[config.mk]
export PLATFORM = sky130hd
export DESIGN_NAME = instr_mem_loader
export DESIGN_NICKNAME = d
export VERILOG_FILES = /design/src/rtl/instr_mem_loader_pkg.sv /design/src/rtl/instr_mem_loader_packer.sv /design/src/rtl/instr_mem_loader.sv
export SDC_FILE = /design/constraint.sdc
export NUM_CORES = 1
export LEC_CHECK = 0
export BUFFER_PORTS_ARGS = -buffer_cell sky130_fd_sc_hd__buf_2
export CAP_MARGIN = 20
export CORE_MARGIN = 5
export CORE_UTILIZATION = 52
export CTS_CLUSTER_DIAMETER = 200
export DETAILED_ROUTE_END_ITERATION = 10
export PLACE_DENSITY = 0.75
export SLEW_MARGIN = 25
export SYNTH_ARGS = -nofsm -noshare
export SYNTH_HDL_FRONTEND = slang
export SYNTH_HIERARCHICAL = 1
export SYNTH_SLANG_ARGS = --single-unit
[constraint.sdc]
create_clock -name Clk -period 2.4 [get_ports Clk]
set_input_delay 0.72 -clock Clk [delete_from_list [all_inputs] [get_ports Clk]]
set_output_delay 0.72 -clock Clk [all_outputs]
set_load 0.02 [all_outputs]
[src/rtl/instr_mem_loader_pkg.sv]
// Shared definitions for the instruction memory loader.
//   loader_state_e : loader FSM states
//   HDR_BYTES      : header length (word count, high byte first)
//   BYTES_PER_WORD : bytes per instruction word (MSB first on the wire)
package instr_mem_loader_pkg;

  typedef enum logic [2:0] {
    IDLE,
    HDR_HI,
    HDR_LO,
    DATA,
    CHK,
    DONE,
    ERR
  } loader_state_e;

  localparam int HDR_BYTES      = 2;
  localparam int BYTES_PER_WORD = 4;

  // States in which a load is in flight: byte input open, CPU held.
  function automatic logic is_loading(input loader_state_e s);
    return (s == HDR_HI) || (s == HDR_LO) || (s == DATA) || (s == CHK);
  endfunction

endpackage

[src/rtl/instr_mem_loader_packer.sv]
// byte_to_word_packer: assembles MSB-first bytes into 32-bit words.
// Ports:
//   i_clk, i_rst   clock, synchronous active-high reset
//   i_clr          restart assembly at byte 0 (new load)
//   i_vld, i_byte  byte accepted this cycle
//   o_last         combinational: the accepted byte completes a word
//   o_word         last completed word (held until the next one)
//   o_word_vld     one-cycle pulse, the cycle after the completing byte
module byte_to_word_packer
  import instr_mem_loader_pkg::*;
(
  input  logic        i_clk,
  input  logic        i_rst,
  input  logic        i_clr,
  input  logic        i_vld,
  input  logic [7:0]  i_byte,
  output logic        o_last,
  output logic [31:0] o_word,
  output logic        o_word_vld
);

  logic [1:0]  r_cnt;
  logic [23:0] r_shift;
  logic [31:0] r_word;
  logic        r_word_vld;

  assign o_last     = i_vld && (r_cnt == 2'(BYTES_PER_WORD - 1));
  assign o_word     = r_word;
  assign o_word_vld = r_word_vld;

  always_ff @(posedge i_clk) begin
    if (i_rst) begin
      r_cnt      <= '0;
      r_shift    <= '0;
      r_word     <= '0;
      r_word_vld <= 1'b0;
    end else begin
      r_word_vld <= 1'b0;
      if (i_clr) begin
        r_cnt   <= '0;
        r_shift <= '0;
      end else if (i_vld) begin
        r_cnt   <= r_cnt + 2'd1;
        r_shift <= {r_shift[15:0], i_byte};
        if (o_last) begin
          r_word     <= {r_shift, i_byte};
          r_word_vld <= 1'b1;
        end
      end
    end
  end

endmodule

[src/rtl/instr_mem_loader.sv]
// instr_mem_loader: receives a byte-serial program image (2-byte word
// count N, then N words MSB first) and writes it into instruction memory,
// holding the CPU stalled (Busy) while loading.
// Ports:
//   Clk, Reset             clock, synchronous active-high reset
//   Start                  pulse: begin a load (ignored while Busy)
//   InValid, InData, InReady   byte stream, transfer on InValid && InReady
//   MemWrite, MemAddress, MemWriteData   instruction memory write port
//   Busy, Done, Error      status (Done/Error sticky until next Start)
//   WordsLoaded            words written in current/last load
// Optional feature: define LOADER_CHECKSUM_EN to require a trailing
// checksum byte making the XOR of all image bytes 0x00.
module instr_mem_loader
  import instr_mem_loader_pkg::*;
#(
  parameter int          DEPTH     = 128,
  parameter logic [31:0] BASE_ADDR = 32'h0
) (
  input  logic        Clk,
  input  logic        Reset,
  input  logic        Start,
  input  logic        InValid,
  input  logic [7:0]  InData,
  output logic        InReady,
  output logic        MemWrite,
  output logic [31:0] MemAddress,
  output logic [31:0] MemWriteData,
  output logic        Busy,
  output logic        Done,
  output logic        Error,
  output logic [7:0]  WordsLoaded
);

  localparam int NW = 8 * HDR_BYTES;

`ifdef LOADER_CHECKSUM_EN
  localparam loader_state_e BODY_END = CHK;
`else
  localparam loader_state_e BODY_END = DONE;
`endif

  loader_state_e r_state, w_state_nxt;
  logic [7:0]    r_hdr_hi;
  logic [NW-1:0] r_n;
  logic [NW+1:0] r_byte_cnt;
  logic [31:0]   r_addr;
  logic [7:0]    r_words;
  logic          r_done, r_err;
`ifdef LOADER_CHECKSUM_EN
  logic [7:0]    r_xsum;
`endif

  logic          w_accept, w_start, w_data_last, w_word_last, w_wr;
  logic [NW-1:0] w_hdr_n;
  logic [NW+1:0] w_last_idx;
  logic [31:0]   w_word;

  assign w_accept   = InValid && InReady;
  assign w_start    = Start && !is_loading(r_state);
  assign w_hdr_n    = {r_hdr_hi, InData};
  // Index of the final data byte: 4N-1 (N >= 1 whenever we are in DATA).
  assign w_last_idx = {r_n - NW'(1), 2'b11};
  assign w_data_last = (r_byte_cnt == w_last_idx);

  byte_to_word_packer u_packer (
    .i_clk      (Clk),
    .i_rst      (Reset),
    .i_clr      (w_start),
    .i_vld      (w_accept && (r_state == DATA)),
    .i_byte     (InData),
    .o_last     (w_word_last),
    .o_word     (w_word),
    .o_word_vld (w_wr)
  );

  always_comb begin
    w_state_nxt = r_state;
    InReady     = 1'b0;
    Busy        = 1'b0;
    if (is_loading(r_state)) begin
      InReady = 1'b1;
      Busy    = 1'b1;
    end
    case (r_state)
      IDLE, DONE, ERR: if (Start) w_state_nxt = HDR_HI;
      HDR_HI:          if (w_accept) w_state_nxt = HDR_LO;
      HDR_LO: begin
        if (w_accept) begin
          if (w_hdr_n > NW'(DEPTH))  w_state_nxt = ERR;
          else if (w_hdr_n == '0)    w_state_nxt = BODY_END;
          else                       w_state_nxt = DATA;
        end
      end
      DATA:            if (w_accept && w_data_last) w_state_nxt = BODY_END;
`ifdef LOADER_CHECKSUM_EN
      CHK:             if (w_accept) w_state_nxt = ((r_xsum ^ InData) == 8'h00) ? DONE : ERR;
`else
      CHK:             w_state_nxt = ERR;
`endif
      default:         w_state_nxt = IDLE;
    endcase
  end

  always_ff @(posedge Clk) begin
    if (Reset) begin
      r_state    <= IDLE;
      r_hdr_hi   <= '0;
      r_n        <= '0;
      r_byte_cnt <= '0;
      r_addr     <= BASE_ADDR;
      r_words    <= '0;
      r_done     <= 1'b0;
      r_err      <= 1'b0;
`ifdef LOADER_CHECKSUM_EN
      r_xsum     <= '0;
`endif
    end else begin
      r_state <= w_state_nxt;
      if (w_start) begin
        // A write still in flight from the previous image completes with
        // its own address this cycle; the new load restarts at BASE_ADDR.
        r_done     <= 1'b0;
        r_err      <= 1'b0;
        r_words    <= '0;
        r_byte_cnt <= '0;
        r_addr     <= BASE_ADDR;
`ifdef LOADER_CHECKSUM_EN
        r_xsum     <= '0;
`endif
      end else begin
        if (w_wr)        r_addr  <= r_addr + 32'(BYTES_PER_WORD);
        // Counted on the edge that raises MemWrite for this word.
        if (w_word_last) r_words <= r_words + 8'd1;
        if (w_accept && (r_state == HDR_HI)) r_hdr_hi   <= InData;
        if (w_accept && (r_state == HDR_LO)) r_n        <= w_hdr_n;
        if (w_accept && (r_state == DATA))   r_byte_cnt <= r_byte_cnt + 1'b1;
`ifdef LOADER_CHECKSUM_EN
        if (w_accept) r_xsum <= r_xsum ^ InData;
`endif
        if ((w_state_nxt == DONE) && (r_state != DONE)) r_done <= 1'b1;
        if ((w_state_nxt == ERR)  && (r_state != ERR))  r_err  <= 1'b1;
      end
    end
  end

  assign MemWrite     = w_wr;
  assign MemAddress   = r_addr;
  assign MemWriteData = w_word;
  assign Done         = r_done;
  assign Error        = r_err;
  assign WordsLoaded  = r_words;

endmodule

==> results of run 1 <==
==> how the worst max path moves through the flow <==
| stage | startpoint | end | slack, ns |
|---|---|---|---|
| global route | r_n[7]$_SDFFE_PP0P_ | Error$_SDFFE_PP0P_ | -0.01 |
| CTS | r_state[1]$_SDFF_PP0_ | Busy | 0.02 |
| finish | r_state[1]$_SDFF_PP0_ | Busy | 0.11 |
| floorplan | InValid | WordsLoaded[7]$_SDFFE_PP0P_ | 0.02 |
| global placement | r_n[0]$_SDFFE_PP0P_ | Error$_SDFFE_PP0P_ | -0.02 |
| detailed placement | r_n[0]$_SDFFE_PP0P_ | Error$_SDFFE_PP0P_ | -0.11 |
==> sequential cells by signal, indices dropped and copies added (netlist names) <==
signal	flops
u_packer/r_shift	24
WordsLoaded	8
r_state	3
r_n	16
Done	1
r_hdr_hi	8
r_byte_cnt	18
u_packer/r_cnt	2
MemAddress	30
u_packer/o_word_vld	1
u_packer/o_word	32
Error	1
==> final cells by class <==
type,instances,area (um^2),share of cell area (%)
Inverter,11,41.3,0.537
Timing Repair Buffer,99,541,7.03
Tap cell,168,210,2.73
Clock inverter,10,138,1.79
Clock buffer,21,450,5.86
Sequential cell,144,2890,37.5
Multi-Input combinational cell,538,3420,44.5
==> cells in the mapped netlist, drive strengths merged (4+ instances only) <==
library cell | instances | share of area [%]
nand3 | 21 | 1.7
inv | 11 | 0.63
nor4 | 8 | 1.2
o21ai | 7 | 0.54
or2 | 4 | 0.38
and3 | 9 | 0.87
nand2 | 77 | 4.4
clkbuf | 23 | 1.3
dfxtp | 144 | 44
nand2b | 69 | 6.6
nand4 | 17 | 1.6
nor2 | 107 | 6.3
buf | 18 | 1.9
xor2 | 43 | 5.8
mux2i | 62 | 9.5
xnor2 | 31 | 4.2
a21oi | 34 | 2.6
or3 | 4 | 0.38
nor3 | 7 | 0.54
ha | 5 | 0.96
==> per-layer routing <==
layer / part of all wire, % / vias to the layer above / track usage (%)
met3: 5.1 / 17 / 5.48
li1: - / 2590 / -
met5: 0 / - / 0
met4: 1.9 / 0 / 7.63
met2: 48 / 116 / 33.4
met1: 45 / 2426 / 24.4
==> metrics by stage <==
stage	total power [W]	cell area [um^2]	std cells	hold slack [ns]
detailed placement	0.00288	7040	959	0.460
global placement	0.00287	7040	959	0.456
global route	0.00571	7690	991	0.491
finish	0.00550	7690	991	0.467
CTS	0.00551	7630	990	0.470
floorplan	0.00280	6510	734	0.445
==> critical path, delay by kind of cell (launching register included) <==
kind                   cells  cell delay [ns]
buffers and inverters      1             0.22
XOR/XNOR                   1             0.24
AND/OR/NAND/NOR            1             0.14
flip-flops                 1             0.54
==> report_power, final <==
group	switching (W)	internal (W)
Sequential	0.0000353	0.00241
Clock	0.000992	0.00165
Combinational	0.000253	0.000151
Total	0.00128	0.00422
==> logic make-up after synthesis <==
kind of cell / count (synthesis) / share of synthesized area (%)
simple gates: 339 / 26.0
flops: 144 / 44.3
xor+xnor: 74 / 9.97
mux: 62 / 9.54
compound gates: 56 / 5.25
buf+inv: 52 / 3.87
fa+ha+maj: 5 / 0.962
other cells: 1 / 0.0577
==> repair_timing <==
item / in CTS / in global routing
resized for setup: 1 / 11
pin swaps: 0 / 1
endpoints found under the setup margin: 2 / 7
buffers inserted: 0 / 1
==> results.md, run 1 <==
- Outcome: complete, no violations
- Total grt overflow: 0
- Achievable Freq: 438 MHz
- Mapped cell area: 6500 um^2
- Final Hold Viols: 0
- First-pass GRT wire length: 23.7 mm
- Seq cells post-synth: 144
- Pwr Density: 715 nW/um^2
- Setup ws final: 0.114 ns
- DP HPWL: 9.97 mm
- Setup TNS Final: 0 ns
- CP startpoint kind: register
- Reg2reg path depth: 7
- Worst Hold End: u_packer/o_word[12]$_SDFFE_PP0P_
- Chip Height: 122 um
- Synth async-reset ratio: 0%
- Final setup violation count: 0
- I/O Buffers: 86
- Synthesis-to-layout area growth: 18.2%
- Hold path cells: 2
- Critical path type: register to output pin
- Starting DRT DRC Count: 351
- Cts bufs inserted: 17
- # DRC: 0
- RSZ-0062 raised after global routing: true
- Max Cap Viol: 0
- Vias in the first global route: 4996
- Leakage power: 2.93 nW
- Vias per cell: 5.20
- Later-pin clock latency in the skew report: 0.43 ns
- Fin crit period: 2.29 ns
- CP Max Fanout: 11
- Drt wl/cell: 14.4 um
- Fill cells: 1012
- GP Congestion: 0.808
- Antenna Cells: 0
- Distinct cells, synth: 48
- Row count: 40
- Part of the Yosys area used for sequential elements: 44.3%
- Ys Warns: 6
- Layout Nets: 828
- Largest net degree at the start of global routing: 69
- IO Count: 89
- Root Buffer: clkbuf_16
- Reg-to-Reg Start: r_n[7]$_SDFFE_PP0P_
- Number of H-tree levels: 4
- Worst EP arrival: 1.57 ns
- Cells after Synth: 733
- Pre-CTS WS: -0.112 ns
- Fin Clk Skew: 0.00850 ns
- Worst r2r dst: Error$_SDFFE_PP0P_
- Slew @ Worst Pin: 0.576 ns
- Core Util, Final: 63.5%
- Primary FF master, synth: dfxtp_1
- Fraction of final layout cells sized beyond drive strength 1: 17.9%
- HP Class: register to register
- Most common cell after layout, fill and taps aside: dfxtp_1
- Final Cycle Share: 95.2%
- DIE AREA: 14800 um^2
- Initial core utilization: 53.7%
- Critical Path RT: 1.68 ns
- Kind of end point of the critical path: output pin
- TritonCTS clock tree: done
- Max clock buf depth: 2
- R2R setup slack: 0.18 ns
- Max Slew Vio Count: 0
- Hold Buf Count CTS: 0
- Mean Syn Cell Area: 8.87 um^2
- CP cell instances: nor2_1, xnor2_2, buf_2
- Most frequent cells in the layout: dfxtp_1 (141), nor2_1 (105), buf_2 (86)
- Crit path largest cell delay: 0.54 ns
- Total GRT Usage: 19.9%
- Routed via count: 5149
- Drt total wl: 14.3 mm
- Post-route ant nets: 0
- Slowest-stage cell, CP: dfxtp_1
- Total core area: 12100 um^2
- Post-synth EDFFs: 0
- VDD IR max: 0.405 mV
- Max transition margin: 61.6%
- Die width: 122 um
- Clock Sink Count: 144
- Clk pin slew, worst setup/hold paths: 0.06 ns
- Initial DRT Pass Iterations: 4
- Hold path start: u_packer/o_word[12]$_SDFFE_PP0P_
- Initial antenna violation count: 0
(Power assumes the default switching activity.)
==> inputs of run 2 (changes only) <==
Settings changed: CORE_UTILIZATION 52 to 57, PLACE_DENSITY 0.75 to 0.78.
Clock period 2.4 ns to 2.3 ns, I/O delays scaled along.
==> results.md, run 2 (synthesized netlist as in run 1, its figures left out) <==
- IO Count: 89
- Die width: 117 um
- Total core area: 11300 um^2
- Clk pin slew, worst setup/hold paths: 0.06 ns
- Kind of end point of the critical path: register
- Synthesis-to-layout area growth: 19.0%
- Most frequent cells in the layout: dfxtp_1 (141), nor2_1 (105), buf_2 (86)
- TritonCTS clock tree: done
- I/O Buffers: 86
- GP Congestion: 0.812
- Critical path type: register to register
- # DRC: 0
- Hold Buf Count CTS: 0
- Crit path largest cell delay: 0.56 ns
- Cts bufs inserted: 17
- Design Power: 0.00592 W
- Sw Pwr: 0.00138 W
- Clk network pwr share: 49.8%
- Most common cell after layout, fill and taps aside: dfxtp_1
- Final Hold Viols: 0
- Chip Height: 117 um
- Later-pin clock latency in the skew report: 0.42 ns
- HP Class: register to register
- Layout Nets: 829
- Final setup violation count: 0
- Max Cap Viol: 0
- Max transition margin: 64.9%
- Post-route ant nets: 0
- Leakage power: 2.97 nW
- CP startpoint kind: register
- Buf/Inv on CP: 0
- Total GRT Usage: 21.6%
- Seq pwr share: 43.2%
- Routed via count: 5174
- Fin Clk Skew: 0.00521 ns
- Initial core utilization: 57.4%
- Total grt overflow: 0
- DIE AREA: 13600 um^2
- Max Slew Vio Count: 0
- Drt wl/cell: 14.4 um
- VDD IR max: 0.591 mV
- Number of H-tree levels: 4
- Clock Sink Count: 144
- First-pass GRT wire length: 23.6 mm
- Critical Path RT: 2.60 ns
- Achievable Freq: 459 MHz
- Max reg flops: 32
- Crit-path leading delay family: simple AND/OR/NAND/NOR gates
- CP cell instances: and4_1, nand4_1, or4_1, nor2_2, and3_1, xnor2_1, nor2_1
- Pwr Density: 765 nW/um^2
- Root Buffer: clkbuf_16
- Fill cells: 869
- Largest net degree at the start of global routing: 67
- Slew @ Worst Pin: 0.525 ns
- Worst EP arrival: 2.48 ns
- Max clock buf depth: 2
- Fraction of final layout cells sized beyond drive strength 1: 18.7%
- Sw Ratio: 23.3%
- Combinational Power Share: 7.0%
- CP Max Fanout: 5
- Drt total wl: 13.9 mm
- Slowest-stage cell, CP: or4_1
- Starting DRT DRC Count: 321
- Vias in the first global route: 5007
- Vias per cell: 5.35
- Row count: 39
- Outcome: complete, no violations
- Initial DRT Pass Iterations: 5
- DP HPWL: 9.70 mm
- Initial antenna violation count: 0
- Setup TNS Final: 0 ns
- Antenna Cells: 0
- Final Cycle Share: 94.7%
- P_int: 0.00454 W
- Fin crit period: 2.18 ns
## run 2: cell types whose count changed in the layout (fill, tap and decap cells not counted), moves of 2 or more
cell / delta
inv_6: +4
nor4_2: +2
clkinv_2: -3
clkbuf_1: -3
## run 2: worst reg2reg max path, cell delays in order (launching register included)
cell and delay, ns:
dfxtp_1 0.38, and4_1 0.30, nand4_1 0.17, or4_1 0.56
nor2_2 0.28, and3_1 0.21, xnor2_1 0.12, nor2_1 0.05
## run 2: metal layers
| metal | up-vias | GRT usage [%] | wire length, um | share of wire [%] |
|---|---|---|---|---|
| li1 | 2590 | - | - | - |
| met1 | 2433 | 28.3 | 6410 | 46 |
| met2 | 133 | 34.4 | 6500 | 47 |
| met3 | 18 | 5.19 | 796 | 5.7 |
| met4 | 0 | 8.49 | 219 | 1.6 |
| met5 | - | 0 | 0 | 0 |
## run 2: area by class of cell
type	instances	area [um^2]	area share [%]
Clock buffer	18	439	5.68
Clock inverter	14	204	2.64
Inverter	11	43.8	0.566
Multi-Input combinational cell	538	3420	44.3
Sequential cell	144	2890	37.3
Tap cell	143	179	2.31
Timing Repair Buffer	100	561	7.24
## run 2: power groups by stage
| stage | clock network (W) | logic [W] | registers (W) |
|---|---|---|---|
| 6_report | 0.00294 | 0.000414 | 0.00256 |
| 5_1_grt | 0.00313 | 0.000460 | 0.00256 |
| 4_1_cts | 0.00300 | 0.000403 | 0.00255 |
| 3_5_place_dp | 0 | 0.000402 | 0.00261 |
| 3_3_place_gp | 0 | 0.000391 | 0.00261 |
| 2_1_floorplan | 0 | 0.000331 | 0.00259 |
## run 2: final timing paths
kind | startpoint | to | slack, ns | cells past startpoint
hold reg to reg | u_packer/o_word[15]$_SDFFE_PP0P_ | u_packer/o_word[15]$_SDFFE_PP0P_ | 0.47 | 2
setup reg to reg | MemAddress[15]$_SDFFE_PP0P_ | MemAddress[25]$_SDFFE_PP0P_ | 0.12 | 7
hold / removal | u_packer/o_word[15]$_SDFFE_PP0P_ | u_packer/o_word[15]$_SDFFE_PP0P_ | 0.47 | 2
setup / recovery | MemAddress[15]$_SDFFE_PP0P_ | MemAddress[25]$_SDFFE_PP0P_ | 0.12 | 7
## run 2: what timing repair did
item | in CTS | in global routing
pin swaps | 0 | 2
setup endpoints to repair | 2 | 9
buffers inserted | 0 | 1
resized for setup | 1 | 10
## run 2: stage by stage
step	util (%)	cell area [um^2]	instances	setup WS (ns)	hold WS, ns
final	68.3	7740	968	0.123	0.469
after floorplan	-	6530	734	0.00813	0.445
after detailed placement	62.2	7040	935	-0.0981	0.457
after global placement	62.2	7040	935	0.103	0.455
after CTS	67.9	7690	967	0.0270	0.473
after global routing	68.3	7740	968	-0.0206	0.495
